`config.mk`:
```
export PLATFORM = sky130hd
export DESIGN_NAME = sum_seg_display
export DESIGN_NICKNAME = d
export VERILOG_FILES = /design/src/rtl/sum_seg_display.sv
export SDC_FILE = /design/constraint.sdc
export NUM_CORES = 1
export LEC_CHECK = 0
export ABC_CLOCK_PERIOD_IN_PS = 3500
export CORE_MARGIN = 2
export CORE_UTILIZATION = 55
export DETAILED_ROUTE_END_ITERATION = 16
export GPL_TIMING_DRIVEN = 0
export HOLD_SLACK_MARGIN = 0.02
export PLACE_DENSITY = 0.83
export SYNTH_ARGS = -nofsm -noshare
export SYNTH_HDL_FRONTEND = slang
export SYNTH_SLANG_ARGS = --single-unit
export TNS_END_PERCENT = 5
```
`constraint.sdc`:
```
create_clock -name clk -period 3.5 [get_ports clk]
set_input_delay 0.35 -clock clk [delete_from_list [all_inputs] [get_ports clk]]
set_output_delay 0.35 -clock clk [all_outputs]
set_load 0.02 [all_outputs]
```
`src/rtl/sum_seg_display.sv`:
```
// sum_seg_display: 8-bit value -> 3 BCD digits (sequential double-dabble),
// scanned HUND, TENS, ONES, GAP on one 7-segment output, DWELL_CYCLES per phase.
// Optional build macro: LEADING_ZERO_BLANK_EN blanks leading zero digits.
module sum_seg_display #(
  parameter int unsigned DWELL_CYCLES = 1000000
) (
  input  logic       clk,
  input  logic       rst_n,
  input  logic [7:0] sum_in,
  input  logic       sum_valid,
  output logic [7:0] seg_out,
  output logic       busy
);

  typedef enum logic [1:0] {S_IDLE, S_CONVERT, S_SHOW} state_e;
  typedef enum logic [1:0] {P_HUND, P_TENS, P_ONES, P_GAP} phase_e;

  localparam logic [23:0] DWELL_LAST = 24'(DWELL_CYCLES - 1);

  state_e      state_q, state_d;
  phase_e      phase_q, phase_d;
  logic [2:0]  step_q, step_d;
  logic [23:0] dwell_q, dwell_d;
  logic [11:0] bcd_q, bcd_d;
  logic [7:0]  bin_q, bin_d;
  logic [3:0]  hund_q, hund_d, tens_q, tens_d, ones_q, ones_d;
  logic        pend_q, pend_d;
  logic [7:0]  pval_q, pval_d;
  logic [7:0]  seg_q, seg_d;
  logic        busy_q, busy_d;

  logic [11:0] bcd_adj, bcd_step;
  logic [7:0]  bin_step;
  logic [7:0]  seg_enc;
  logic        blank_hund, blank_tens;

  function automatic logic [7:0] seg7(input logic [3:0] d);
    case (d)
      4'd0: seg7 = 8'h3F;
      4'd1: seg7 = 8'h06;
      4'd2: seg7 = 8'h5B;
      4'd3: seg7 = 8'h4F;
      4'd4: seg7 = 8'h66;
      4'd5: seg7 = 8'h6D;
      4'd6: seg7 = 8'h7D;
      4'd7: seg7 = 8'h07;
      4'd8: seg7 = 8'h7F;
      4'd9: seg7 = 8'h6F;
      default: seg7 = 8'h00;
    endcase
  endfunction

  // One double-dabble step: add 3 to nibbles >= 5, then shift {bcd,bin} left.
  always_comb begin
    bcd_adj = bcd_q;
    for (int i = 0; i < 3; i++) begin
      if (bcd_q[4*i +: 4] >= 4'd5) bcd_adj[4*i +: 4] = bcd_q[4*i +: 4] + 4'd3;
    end
    {bcd_step, bin_step} = {bcd_adj[10:0], bin_q, 1'b0};
  end

  // Segment pattern for the current scan phase; dp marks the ones digit.
`ifdef LEADING_ZERO_BLANK_EN
  assign blank_hund = (hund_q == 4'd0);
  assign blank_tens = (hund_q == 4'd0) && (tens_q == 4'd0);
`else
  assign blank_hund = 1'b0;
  assign blank_tens = 1'b0;
`endif

  always_comb begin
    seg_enc = 8'h00;
    case (phase_q)
      P_HUND: seg_enc = blank_hund ? 8'h00 : seg7(hund_q);
      P_TENS: seg_enc = blank_tens ? 8'h00 : seg7(tens_q);
      P_ONES: seg_enc = seg7(ones_q) | 8'h80;
      default: seg_enc = 8'h00;
    endcase
  end

  // Next-state: load/convert/scan control, pending-load handling.
  always_comb begin
    state_d = state_q;
    phase_d = phase_q;
    step_d  = step_q;
    dwell_d = dwell_q;
    bcd_d   = bcd_q;
    bin_d   = bin_q;
    hund_d  = hund_q;
    tens_d  = tens_q;
    ones_d  = ones_q;
    pend_d  = pend_q;
    pval_d  = pval_q;
    seg_d   = seg_q;
    busy_d  = busy_q;
    case (state_q)
      S_CONVERT: begin
        bcd_d  = bcd_step;
        bin_d  = bin_step;
        step_d = step_q + 3'd1;
        if (sum_valid) begin
          pend_d = 1'b1;
          pval_d = sum_in;
        end
        if (step_q == 3'd7) begin
          if (sum_valid || pend_q) begin
            // Newer value waiting: discard these digits, convert again.
            bin_d  = sum_valid ? sum_in : pval_q;
            bcd_d  = '0;
            step_d = '0;
            pend_d = 1'b0;
          end else begin
            hund_d  = bcd_step[11:8];
            tens_d  = bcd_step[7:4];
            ones_d  = bcd_step[3:0];
            busy_d  = 1'b0;
            state_d = S_SHOW;
            phase_d = P_HUND;
            dwell_d = '0;
          end
        end
      end
      default: begin
        if (sum_valid) begin
          bin_d   = sum_in;
          bcd_d   = '0;
          step_d  = '0;
          busy_d  = 1'b1;
          state_d = S_CONVERT;
        end else if (state_q == S_SHOW) begin
          seg_d = seg_enc;
          if (dwell_q == DWELL_LAST) begin
            dwell_d = '0;
            phase_d = phase_e'(phase_q + 2'd1);
          end else begin
            dwell_d = dwell_q + 24'd1;
          end
        end
      end
    endcase
  end

  // State registers with synchronous active-low reset.
  always_ff @(posedge clk) begin
    if (!rst_n) begin
      state_q <= S_IDLE;
      phase_q <= P_HUND;
      step_q  <= '0;
      dwell_q <= '0;
      bcd_q   <= '0;
      bin_q   <= '0;
      hund_q  <= '0;
      tens_q  <= '0;
      ones_q  <= '0;
      pend_q  <= 1'b0;
      pval_q  <= '0;
      seg_q   <= '0;
      busy_q  <= 1'b0;
    end else begin
      state_q <= state_d;
      phase_q <= phase_d;
      step_q  <= step_d;
      dwell_q <= dwell_d;
      bcd_q   <= bcd_d;
      bin_q   <= bin_d;
      hund_q  <= hund_d;
      tens_q  <= tens_d;
      ones_q  <= ones_d;
      pend_q  <= pend_d;
      pval_q  <= pval_d;
      seg_q   <= seg_d;
      busy_q  <= busy_d;
    end
  end

  assign seg_out = seg_q;
  assign busy    = busy_q;

endmodule

```
======== After elaboration in Yosys (flattened, before gate mapping) ========
Memories as Yosys holds them, arrays and structs flattened. A register that Yosys moved wholly into a read port is not among the register bits.
Cells that the tools add are included.
word-level totals
  input bits .............................. 11
  memories ................................ 3
  register bits after elaboration ......... 81
  word-level logic and storage cells ...... 93
  ROM bits ................................ 336
memory list
  memory            depth  bits a word  read ports  clocked after memory_dff  write ports  RTL line  source
  (name not given)  16     7            1           1                         0            38        case (d)
  (name not given)  16     7            1           1                         0            38
  (name not given)  16     7            1           1                         0            38
cells by class
  bitwise gates (word level) .............. 3
  add/subtract/negate cells ............... 6
  $lt $le $gt $ge ......................... 3
  reductions and logical operators ........ 10
  multiplexer cells ....................... 46
  eq/ne operators ......................... 9
operator list
  operator                                                                 count
  24-bit two-way mux                                                       6
  12-bit two-way mux                                                       4
  8-bit two-way mux                                                        5
  4-bit two-way mux                                                        8
  24-bit by 1-bit adder with 24-bit output, second input constant          1
  24-bit by 20-bit equality test with 1-bit output, second input constant  1
  8-bit one-hot mux with 3 select lines                                    1
  2-bit two-way mux                                                        10
  3-bit two-way mux                                                        5
  4-bit by 3-bit >= comparator with 1-bit output, second input constant    3
  3-bit AND reduction                                                      3
  4-bit by 2-bit adder with 4-bit output, second input constant            2
  1-bit two-way mux                                                        7
  2-bit nonzero test                                                       3
  5-bit AND reduction                                                      1
  2-bit by 1-bit equality test with 1-bit output, second input constant    2
  2-bit equality test, second input constant                               2
  2-bit inequality test, second input constant                             2
  4-bit AND reduction                                                      1
  3-bit by 1-bit adder with 3-bit output, second input constant            1
  3-bit by 2-bit adder with 3-bit output, second input constant            1
  3-bit equality test, second input constant                               1
  1-bit inverter                                                           3
  2-bit by 1-bit adder with 2-bit output, second input constant            1
  3 further kinds                                                          3

======== Logic depth before layout (Yosys ltp) ========
Gate-level depths: netlist of the first run.
  depth in word-level cells ............... 5
  mapped depth ............................ 14
  gate-level depth less buffers ........... 11

======== Least setup slack after synthesis of the first run ========
No wires, ideal clock.
  path type ............................... reg-to-reg
  start ................................... register state_q[0]
  end ..................................... register (tool-made name)
  data required time ...................... 3.383 ns
  path slack .............................. 0.826 ns
  stages on the path, launching flop included .. 14
  arrival time ............................ 2.557 ns
  buffers on the path ..................... 3
  library setup time ...................... 0.117 ns
  cells stage by stage .................... dfxtp_1 ha_1 buf_2 nand4bb_4 buf_2 buf_1 nand2_1 o31ai_1 and2_1 inv_1 ha_1 inv_1 or2_2 a22o_1
RTL lines
  what                    RTL line  source
  from (decl)             20        state_e state_q, state_d;
  from (signal assigned)  160       state_q <= state_d;

==> metrics.cfg, run 1 <==
[grt]
grt_util_met3 = 0.05538
met1_usage = 0.3009
gr-total-overflow = 0
grt_pass1_wl_mm = 21.44
use_met2 = 0.4153
grt_pass1_vias = 4632
grt.busiest_layer = met2
antenna_found_initial = 0
grt_max_degree = 18
grt_use_total = 0.2410

[worst_setup_path]
critPathRequiredTime_ns = 3.77
rr_worst_depth = 13
cp_cell_sequence = ha_1 -> ha_1 -> nand4bb_4 -> buf_2 -> buf_1 -> nand2_1 -> o31ai_1 -> and2_1 -> inv_1 -> ha_1 -> inv_1 -> or2_2 -> a22o_1
path_buf_inv = 4
cp_data_arrival_time_ns = 3.44
max_stage_delay_ns = 0.45
critPathMaxFanout = 10
cp-end-kind = flip-flop
crit_type = reg -> reg
worst_path_most_repeated_cell = ha_1
start_kind = flip-flop
critPathSlowestCell = buf_1
crit_cells = 13
crit_family = buffers and inverters

[clocking]
htreeDepth = 3
cts_setup_buffers = 0
clock-sinks = 101
cts_buffer_depth = 2
cts_hold_repair.buffers = 0
cts_root_buffer = clkbuf_8
cts_inserted_buffers = 9
cts-resized-gates = 0
cts_tree = built
clk_latency_ns = 0.37
path_clk_slew_ns = 0.10

[floorplan]
die_area_sq_um = 10750
initial_core_util = 0.5620
die_y_um = 103.7
io_pins = 20
coreArea_sq_um = 9729
rows = 36
die_width_um = 103.7

[cells_and_area]
num-fill-cells = 877
drive_above_1_share = 0.08221
areaGrowthSynthToFinish_pct = 9.519
ff_latch_area_sq_um = 2022
multi_input_area_sq_um = 3117
diodes = 0
fin_util = 0.6155
nNetsFinal = 709

[route]
wirelength_mm = 12.84
antenna_left = 0
avgViaCountPerCell = 5.949
drc = 0
drt-initial-drc-count = 306
wire_per_inst_um = 16.01
vias = 4771
first_pass_iters = 6

[sta]
hold_ws_ns = 0.3880
worst_pin_slew_ns = 0.8499
clock.fmax_mhz = 314.9
drv_slew = 0
finClkSkew_ns = 0.008018
period_needed_ns = 3.176
fin_setup_tns_ns = 0
relSlewSlack = 0.4260
grt_setup_unrepaired = false
finalSetupViolations = 0
period_share = 0.9073
hold_viol_final = 0

[yosys]
yosysTopAreaCell = dfxtp_1
yosys-top-cells-count = dfxtp_1, nor2_1, a21oi_1
syn-num-nets = 680
synth_enable_flop_cells = 0
yosys.cell_types.count = 69
syn_area_sq_um = 5468
ys_top_cells_by_area = dfxtp_1, ha_1, a21oi_1
synth_most_common_cell = dfxtp_1
netlist_instances = 635
synth_top_cell_area_share = 0.3698
ys.flop_type = dfxtp_1
yosysWarnings = 0
ys_seq_area_frac = 0.3698
ys_ff_latch = 101
avgSynthCellArea_sq_um = 8.611
async_flop_share = 0

[outcome]
status = complete, no violations

[pwr]
ir_drop_mv = 0.3320
power-per-cell-area_nw_per_um2 = 335.6
power.leakage_nw = 2.215

[run]
cap_viol_max_count = 0

[place]
gp_congestion = 0.9105
portBuffers = 18
dp_hpwl_mm = 9.375

[hold_path]
hold_class = in -> reg
hold_path_depth = 4

## report_power, final
group	leakage (nW)	switching, mW	total, mW	internal (mW)
Sequential	0.817	0.0140	1.18	1.17
Combinational	1.31	0.0931	0.149	0.0556
Clock	0.0873	0.419	0.681	0.262
## worst reg2reg max path, stage by stage, from the launching register on
cell and delay [ns]:
dfxtp_1 0.34, ha_1 0.21, ha_1 0.26, nand4bb_4 0.16
buf_2 0.24, buf_1 0.45, nand2_1 0.10, o31ai_1 0.09
and2_1 0.27, inv_1 0.11, ha_1 0.29, inv_1 0.05
or2_2 0.28, a22o_1 0.21
## logic make-up (layout without fill, tap and decap cells)
kind of cell,Yosys count,in the layout,synth area share
simple gates,221,221,0.2062
compound gates,164,164,0.2179
flops,101,101,0.3698
buf+inv,77,111,0.06018
fa+ha+maj,34,34,0.07780
xor+xnor,25,25,0.04256
mux,13,13,0.02563
## path summary, 6_finish.rpt
kind | startpoint | endpoint | slack [ns]
worst min register to register | pval_q[4] | pval_q[4] | 0.46
worst min-delay path | sum_valid | seg_out[7] | 0.39
worst max-delay path | step_q[0] | flip-flop | 0.32
worst max register to register | step_q[0] | flip-flop | 0.32
## final cells by class
type,instances,share of cell area
Clock inverter,7,0.008358
Tap cell,133,0.02779
Multi-Input combinational cell,457,0.5205
Clock buffer,9,0.02069
Buffer,41,0.03239
Sequential cell,101,0.3377
Inverter,36,0.02257
Timing Repair Buffer,18,0.03009
## per-stage QoR
stage	instances	setup slack (ns)	instance area, sq um	power, mW
global placement	786	0.4048	5814	1.345
CTS	802	0.3325	5988	2.025
detailed placement	786	0.2920	5814	1.352
global route	802	0.05379	5988	2.084
floorplan	635	0.8260	5468	1.301
finish	802	0.3243	5988	2.010
## layout by cell type, fill, tap and decap left out, types with 4 or more instances in the layout
cell             instances
dfxtp_1                101
nor2_1                  56
a21oi_1                 48
nand2_1                 46
inv_1                   35
ha_1                    34
nand3_1                 28
clkbuf_1                23
o21ai_0                 20
nor3_1                  19
clkdlybuf4s50_1         18
xor2_1                  16
and2_1                  15
or3_1                   12
a211oi_1                11
o311ai_0                11
o211ai_1                10
a22oi_1                  9
clkbuf_8                 9
buf_2                    8
mux2_2                   8
xnor2_1                  8
nand4_1                  8
a222oi_1                 7
nor3b_1                  6
and3_1                   6
nand2b_1                 5
a21o_1                   5
mux2i_1                  5
o21a_1                   5
buf_1                    4
buf_4                    4
## per-layer routing
metal,up-vias,wire (um),share of wire
met5,-,0,0
met4,0,171,0.013
met3,17,701,0.055
met2,121,6427,0.50
met1,2286,5538,0.43
li1,2347,-,-
Power figures use the tool's default switching activity.
==> run 2, diff against run 1 <==
--- a/config.mk
+++ b/config.mk
@@ -17,2 +17,2 @@
 export SYNTH_SLANG_ARGS = --single-unit
-export TNS_END_PERCENT = 5
+export TNS_END_PERCENT = 1
--- a/constraint.sdc
+++ b/constraint.sdc
@@ -3,2 +3,2 @@
 set_output_delay 0.35 -clock clk [all_outputs]
-set_load 0.02 [all_outputs]
+set_load 0.005 [all_outputs]
==> results of run 2 <==
The final DEF is identical to that of run 1. Status: complete, no violations.
Main changes from that run: total power 2.010 mW -> 2.009 mW
==> run 3, diff against run 2 <==
ABC_CLOCK_PERIOD_IN_PS = 3300   (was 3500)
MAX_ROUTING_LAYER = met4   (was not set)
clock period = 3.3 ns   (was 3.5 ns; I/O delays follow)
==> run 3 against run 2 <==
Net effect:
- global-route usage up 0.46 points
- non-clock buffer count unchanged
- clock-buffer cell count up 3
- critical path type unchanged
==> metrics.cfg, run 3 (synthesis results as in run 1) <==
[worst_setup_path]
cp_data_arrival_time_ns = 3.27  ; -0.17 ns
critPathRequiredTime_ns = 3.57  ; -0.20 ns
critPathMaxFanout = 10  ; unchanged
crit_type = reg -> reg
cp-end-kind = flip-flop
start_kind = flip-flop

[floorplan]
coreArea_sq_um = 9729  ; unchanged
die_area_sq_um = 10750  ; unchanged
initial_core_util = 0.5620  ; unchanged
die_width_um = 103.7  ; unchanged
die_y_um = 103.7  ; unchanged
io_pins = 20  ; unchanged
rows = 36  ; unchanged

[sta]
hold_viol_final = 0  ; unchanged
worst_pin_slew_ns = 0.7808  ; -0.06908 ns
drv_slew = 0  ; unchanged
grt_setup_unrepaired = false
relSlewSlack = 0.4727  ; +0.04666
period_share = 0.9093  ; +0.001936
clock.fmax_mhz = 333.3  ; +5.8%
fin_setup_tns_ns = 0  ; unchanged
period_needed_ns = 3.001  ; -0.1751 ns
finClkSkew_ns = 0.01110  ; +0.003082 ns
finalSetupViolations = 0  ; unchanged
fin_ws_ns = 0.2994  ; -0.02492 ns

[place]
place_ws_ns = 0.1192  ; -0.1728 ns
portBuffers = 18  ; unchanged
gp_congestion = 0.9266  ; +1.8%
dp_hpwl_mm = 9.017  ; -3.8%
placed_area_sq_um = 5814  ; unchanged
placedCellCount = 786  ; unchanged

[route]
wire_per_inst_um = 15.75  ; -1.6%
drt-initial-drc-count = 371  ; +21%
wirelength_mm = 12.63  ; -1.6%
wl_met3_um = 664  ; -5.3%
route.met2.wl_mm = 6.266  ; -2.5%
vias = 4756  ; -0.31%
drc = 0  ; unchanged
antenna_left = 0  ; unchanged
avgViaCountPerCell = 5.930  ; -0.31%
first_pass_iters = 5  ; -1
top_layer_used = met4
met1_length_mm = 5.545  ; +0.13%

[clocking]
cts_buffer_depth = 2  ; unchanged
htreeDepth = 3  ; unchanged
cts_setup_buffers = 0  ; unchanged
cts_tree = built
cts_inserted_buffers = 9  ; unchanged
clk_latency_ns = 0.37  ; about the same
cts_root_buffer = clkbuf_8
path_clk_slew_ns = 0.09  ; about the same
clock-sinks = 101  ; unchanged
cts_hold_repair.buffers = 0  ; unchanged

[pwr]
swShare = 0.2495
p_switching_mw = 0.5431
power-per-cell-area_nw_per_um2 = 361.8
p_int_mw = 1.633
ir_drop_mv = 0.3274
power.leakage_nw = 2.226  ; +0.50%
clockPowerShare = 0.352  ; +0.013
seqPwrFrac = 0.576
power_frac_comb = 0.072

[cells_and_area]
nNetsFinal = 709  ; unchanged
fin_util = 0.6183  ; +0.002829
mostFrequentLayoutCells = dfxtp_1, nor2_1, a21oi_1
areaGrowthSynthToFinish_pct = 10.02
drive_above_1_share = 0.08520  ; +0.002990
final_cells = 802  ; unchanged
final_common_cell = dfxtp_1
diodes = 0  ; unchanged
final_cell_area_sq_um = 6016  ; +0.46%

[grt]
gr-total-overflow = 0  ; unchanged
grt_use_total = 0.2456  ; +0.004590
grt_pass1_vias = 4691  ; +1.3%
antenna_found_initial = 0  ; unchanged
grt_max_degree = 17  ; -1
grt_pass1_wl_mm = 21.46  ; about the same

[run]
cap_viol_max_count = 0  ; unchanged

[outcome]
status = complete, no violations

[hold_path]
hold_class = in -> reg

run 3: changes by cell type in the layout (fill, tap and decap cells not counted):
cell | previous run | this run
a311oi_1 | 2 | 1
a311oi_2 | 0 | 1
buf_1 | 4 | 3
clkbuf_2 | 0 | 1
clkbuf_8 | 9 | 12
clkinv_2 | 3 | 1
inv_8 | 1 | 0
run 3: worst paths after layout:
check	start	to	slack, ns	depth (start not counted)
hold / removal	sum_valid	seg_out[7]	0.37	4
hold reg to reg	pval_q[3]	pval_q[3]	0.46	2
setup reg to reg	step_q[0]	flip-flop	0.30	13
setup / recovery	step_q[0]	flip-flop	0.30	13
run 3: timing repair:
item                       CTS  global route
gates resized for setup      0             2
setup endpoints to repair    0             3
hold endpoints to repair     0             0
run 3: power groups by stage:
| stage | Combinational [mW] | Sequential, mW | Clock (mW) |
|---|---|---|---|
| floorplan | 0.103 | 1.28 | 0 |
| global placement | 0.146 | 1.28 | 0 |
| detailed placement | 0.153 | 1.28 | 0 |
| CTS | 0.154 | 1.25 | 0.782 |
| global route | 0.172 | 1.25 | 0.829 |
| finish | 0.157 | 1.25 | 0.767 |
run 3: cell type report:
type                       instances  area, sq um
buffer                            41        195.2
clock buffer                      12        165.2
clock inverter                     4        28.78
fill                             817         3714
inverter                          36        135.1
multi-input combinational        457         3123
sequential                       101         2022
tap                              133        166.4
timing repair buffer              18        180.2
run 3: routing by layer:
metal  global-route usage  up-vias
met5                    -        -
met4              0.08687        0
met3              0.05160       18
met2               0.4111      142
met1               0.2941     2253
li1                     -     2343
run 3: worst max-delay path: stages, from the launching register on:
cell and delay (ns):
dfxtp_1 0.34, ha_1 0.21, ha_1 0.26, nand4bb_4 0.17, buf_2 0.25, clkbuf_2 0.31, nand2_1 0.09, o31ai_1 0.08
and2_1 0.27, inv_1 0.11, ha_1 0.28, inv_1 0.05, or2_2 0.28, a22o_1 0.20
run 3: per-stage QoR:
| step | hold WS [ns] | power (mW) |
|---|---|---|
| after global routing | 0.3711 | 2.255 |
| final | 0.3697 | 2.176 |
| after detailed placement | 0.4473 | 1.434 |
| after CTS | 0.3476 | 2.188 |
| after global placement | 0.4428 | 1.426 |
| after floorplan | 0.4363 | 1.378 |
